--- src/rtl/covered_gen.sv ---
// Latches three circles on en, then streams the covered bits for every grid point, x inner, y outer.
// First vector 2 cycles after en, then one per cycle; a single-entry output register holds the vector while ready is low.
module covered_gen #(
  parameter int GRID_MAX = 8,
  parameter int COORD_W  = 4
) (
  input  logic                   clk,
  input  logic                   rst,
  input  logic                   en,
  input  logic [6*COORD_W-1:0]   central,
  input  logic [3*COORD_W-1:0]   radius,
  output logic                   busy,
  output logic                   cov_valid_o,
  input  logic                   cov_ready_i,
  output logic [2:0]             covered_o,
  output logic                   cov_last_o,
  output logic [COORD_W-1:0]     pt_x_o,
  output logic [COORD_W-1:0]     pt_y_o
);

  localparam logic [0:0] IDLE = 1'b0;
  localparam logic [0:0] SCAN = 1'b1;

  localparam int D2_W = 2*COORD_W + 1;
  localparam int R2_W = 2*COORD_W;

  localparam logic [COORD_W-1:0] GMAX = COORD_W'(GRID_MAX);
  localparam logic [COORD_W-1:0] ONE  = COORD_W'(1);

  logic [0:0]             state;
  logic [6*COORD_W-1:0]   cen_q;
  logic [3*COORD_W-1:0]   rad_q;
  logic [COORD_W-1:0]     x_q;
  logic [COORD_W-1:0]     y_q;
  logic                   scan_done;

  logic [2:0]             cov_now;
  logic                   pt_last;
  logic                   xfer;
  logic                   load;

  // One distance evaluator per circle; circle A drives bit 2.
  for (genvar g = 0; g < 3; g++) begin : g_circle
    logic [COORD_W-1:0] cx;
    logic [COORD_W-1:0] cy;
    logic [COORD_W-1:0] r;
    logic [COORD_W-1:0] dx;
    logic [COORD_W-1:0] dy;
    logic [D2_W-1:0]    dx2;
    logic [D2_W-1:0]    dy2;
    logic [D2_W-1:0]    d2;
    logic [R2_W-1:0]    r2;

    assign cx  = cen_q[(6-2*g)*COORD_W-1 -: COORD_W];
    assign cy  = cen_q[(5-2*g)*COORD_W-1 -: COORD_W];
    assign r   = rad_q[(3-g)*COORD_W-1 -: COORD_W];
    assign dx  = (x_q >= cx) ? (x_q - cx) : (cx - x_q);
    assign dy  = (y_q >= cy) ? (y_q - cy) : (cy - y_q);
    assign dx2 = D2_W'(dx) * D2_W'(dx);
    assign dy2 = D2_W'(dy) * D2_W'(dy);
    assign d2  = dx2 + dy2;
    assign r2  = R2_W'(r) * R2_W'(r);
    assign cov_now[2-g] = (d2 <= {1'b0, r2});
  end

  assign busy    = (state == SCAN);
  assign pt_last = (x_q == GMAX) && (y_q == GMAX);
  assign xfer    = cov_valid_o && cov_ready_i;
  assign load    = (state == SCAN) && !scan_done && (!cov_valid_o || cov_ready_i);

  always_ff @(posedge clk) begin
    if (rst) begin
      state       <= IDLE;
      cen_q       <= '0;
      rad_q       <= '0;
      x_q         <= '0;
      y_q         <= '0;
      scan_done   <= 1'b0;
      cov_valid_o <= 1'b0;
      covered_o   <= '0;
      cov_last_o  <= 1'b0;
      pt_x_o      <= '0;
      pt_y_o      <= '0;
    end else begin
      case (state)
        IDLE: begin
          if (en) begin
            cen_q     <= central;
            rad_q     <= radius;
            x_q       <= ONE;
            y_q       <= ONE;
            scan_done <= 1'b0;
            state     <= SCAN;
          end
        end
        SCAN: begin
          if (load) begin
            cov_valid_o <= 1'b1;
            covered_o   <= cov_now;
            cov_last_o  <= pt_last;
            pt_x_o      <= x_q;
            pt_y_o      <= y_q;
            if (pt_last) begin
              scan_done <= 1'b1;
            end else if (x_q == GMAX) begin
              x_q <= ONE;
              y_q <= y_q + ONE;
            end else begin
              x_q <= x_q + ONE;
            end
          end else if (xfer) begin
            cov_valid_o <= 1'b0;
            cov_last_o  <= 1'b0;
          end
          // The last point has been loaded already, so its transfer ends the job.
          if (xfer && cov_last_o) begin
            state <= IDLE;
          end
        end
        default: state <= IDLE;
      endcase
    end
  end

endmodule

--- config.mk ---
export PLATFORM = sky130hd
export DESIGN_NAME = covered_gen
export DESIGN_NICKNAME = d
export VERILOG_FILES = /design/src/rtl/covered_gen.sv
export SDC_FILE = /design/constraint.sdc
export NUM_CORES = 1
export LEC_CHECK = 0
export BUFFER_PORTS_ARGS = -buffer_cell sky130_fd_sc_hd__buf_2
export CORE_ASPECT_RATIO = 0.9
export CORE_MARGIN = 2
export CORE_UTILIZATION = 56
export CTS_CLUSTER_DIAMETER = 80
export DETAILED_ROUTE_END_ITERATION = 8
export PLACE_DENSITY = 0.78
export RECOVER_POWER = 100
export SYNTH_ARGS = -nofsm -noshare
export SYNTH_HDL_FRONTEND = slang
export SYNTH_SLANG_ARGS = --single-unit
export TNS_END_PERCENT = 100
--- constraint.sdc ---
create_clock -name clk -period 5.8 [get_ports clk]
set_input_delay 0.58 -clock clk [delete_from_list [all_inputs] [get_ports clk]]
set_output_delay 0.58 -clock clk [all_outputs]
set_load 0.1 [all_outputs]
==> out/metrics.cfg <==
[run_status]
outcome=finished with violations
failed_checks=max-capacitance violations, max-slew violations, negative setup slack

[global_route]
antenna_found_initial=0
grt_use_total_pct=25.7
grt_overflow=0
first_global_vias=6300
grt_pass1_wl_mm=28.1
grt_max_degree=62

[logic_synthesis]
yosysSeqAreaShare_pct=16.6
synth-xor-area-share_pct=2.59
synth_area_um2=7110
async_reset_ff_share_pct=0
synth-compound-area-share_pct=16.2
syn_avg_cell_area_um2=8.05
synth-adder-area-share_pct=35.8
yosysTopAreaCell=ha_1
synth_flop_cell=dfxtp_1
synth-edff-count=0
synth_area_leaders=ha_1 (23%), dfxtp_1 (17%), fa_1 (13%)
syn-num-nets=1100
synth_top_cell_area_share_pct=22.9
synthMuxAreaShare_pct=2.71
ys_warn_count=0
synthCells=884
yosysUniqueCellTypes=53
synth_commonest_cells=inv_1 (139), ha_1 (130), nand2_1 (118), a21oi_1 (89), dfxtp_1 (59)
yosys.area_share.simple_pct=17.6
yosys_register_bits=59
synth_top_family_by_area=adder cells
yosysMostFrequentCell=inv_1

[cells_and_area]
finish.cell_count_without_fillers=1173
num_antenna_cells=0
final_nets=1220
area_growth_pct=20.1
final_layout_size_suffix_gt1_share_pct=16.9
final_util_pct=68.1

[sta]
tightest_slew_ns=2.99
final-hold-violation-count=0
rsz0062_at_grt=true
layout_worst_path_cycle_share_pct=103
clock_skew_ns=0.00691
layout_setup_ws_ns=-0.150
fin_crit_ns=5.95
relSlewSlack_pct=-99.9
slew_viol_final=41
max_clock_freq_mhz=168
setup_viol=3

[drt]
ant_nets=0
routed_wl_mm=16.3
avgViaCountPerCell=5.33
vias=6256
first_pass_iters=4
drt_iter0_drc=311
wl_per_cell_um=13.9
drc=0

[clock_network]
tritoncts=done
cts_buffers=9
htree_levels=3
cts.clk_slew.worst_paths_ns=0.05
insertion_delay_ns=0.34
cts.path.max_buffers=2
cts-root-buf=clkbuf_16
clkSinkCount=59

[floorplan]
die_x_um=123
pin_count=54
start_util_pct=56.7
die_y_um=111
row_count=39
fp.coreArea_um2=12500
dieArea_um2=13600

[worst_hold_path]
hp-class=flip-flop to flip-flop
hold_depth=2

[setup_path]
max_stage_delay_ns=0.50
cp.depth=25
path_class=flip-flop to flip-flop
required_ns=6.03
arrival_ns=6.18
crit_buf_inv=3
critPathTopFamily=adder cells
crit_fanout=4
worstSetupEndpointType=flip-flop
crit_path_start_kind=flip-flop
rr_worst_depth=25
crit_path_frequent_cell=fa_1
crit_slowest_cell=fa_1

[power_and_ir_drop]
leakage_nw=4.21
p_per_area_nw_per_um2=334
ir_drop_mv=0.208

[flow_run]
maxCapViolCount=1

[placed_design]
port_buffers=53
gp_congestion=0.909
placed_cells=1154
dp_hpwl_mm=12.7
pre_cts_slack_ns=-0.211

==> layer usage <==
| metal | vias up | global-route usage (%) | part of all wire (%) |
|---|---|---|---|
| met2 | 122 | 42.7 | 47 |
| met4 | 0 | 7.59 | 1.7 |
| met5 | - | 0 | 0 |
| met1 | 2925 | 33.6 | 46 |
| li1 | 3186 | - | - |
| met3 | 23 | 4.94 | 5.2 |
==> kinds of logic after synthesis <==
logic type               count (synthesis)
buffers and inverters                  159
flip-flops                              59
AND/OR/NAND/NOR                        263
multiplexers                            19
adder cells (fa/ha/maj)                176
XOR/XNOR                                21
AO/OA/AOI/OAI                          187
==> registers in the layout, indices dropped and copies added, names as in the netlist, 3 cells and up <==
signal,cells
cen_q,24
rad_q,12
pt_x_o,4
pt_y_o,4
x_q,4
y_q,4
covered_o,3
==> worst min-delay path, delay by kind of cell, from the launching register on <==
family          cells  cell delay, ns
compound gates      1            0.05
flops               1            0.30
simple gates        1            0.05
==> worst paths after layout <==
| check | slack [ns] | start | end |
|---|---|---|---|
| max | -0.15 | x_q[0]$_SDFFE_PP0P_ | covered_o[0]$_SDFFE_PP0P_ |
| min | 0.45 | cen_q[7]$_SDFFE_PP0P_ | cen_q[7]$_SDFFE_PP0P_ |
| max reg2reg | -0.15 | x_q[0]$_SDFFE_PP0P_ | covered_o[0]$_SDFFE_PP0P_ |
| min reg2reg | 0.45 | cen_q[7]$_SDFFE_PP0P_ | cen_q[7]$_SDFFE_PP0P_ |
==> placed cells by master (no fill, tap or decap), types with 15 or more instances in the layout <==
cell type,instances
dfxtp_1,57
o21ai_0,21
nor2_1,47
nor2b_1,17
clkbuf_1,15
nand2_1,118
ha_1,123
inv_1,134
buf_4,74
mux2i_1,17
and2_1,17
a21oi_1,84
fa_1,40
buf_2,39
==> timing repair <==
item                                    4_1_cts  5_1_grt
endpoints found under the setup margin        3        3
pin swaps                                    27        9
hold buffers                                  0        0
buffers inserted                              3        0
resized for setup                             7        7
==> where the power goes <==
part	internal [mW]	switching (mW)
clock	0.432	0.207
combinational	0.763	0.989
sequential	0.435	0.0246
total	1.63	1.22
==> through the flow <==
step                TNS (ns)  area, um^2  hold WS, ns  total power, mW
floorplan             -0.104        7210        0.436             1.74
finish                -0.286        8540        0.454             2.85
CTS                   -0.308        8560        0.453             2.87
global placement      -0.218        8160        0.442             2.11
detailed placement    -0.552        8160        0.446             2.16
global route           -1.06        8540        0.467             3.14
==> cell type report <==
cell class	count	area, um^2
multi-input combinational	666	5460
fill	1019	4000
sequential	59	1190
timing repair buffer	129	818
inverter	139	527
clock buffer	10	239
tap	164	205
clock inverter	6	111
No activity file was read; power rests on OpenSTA's default activity.
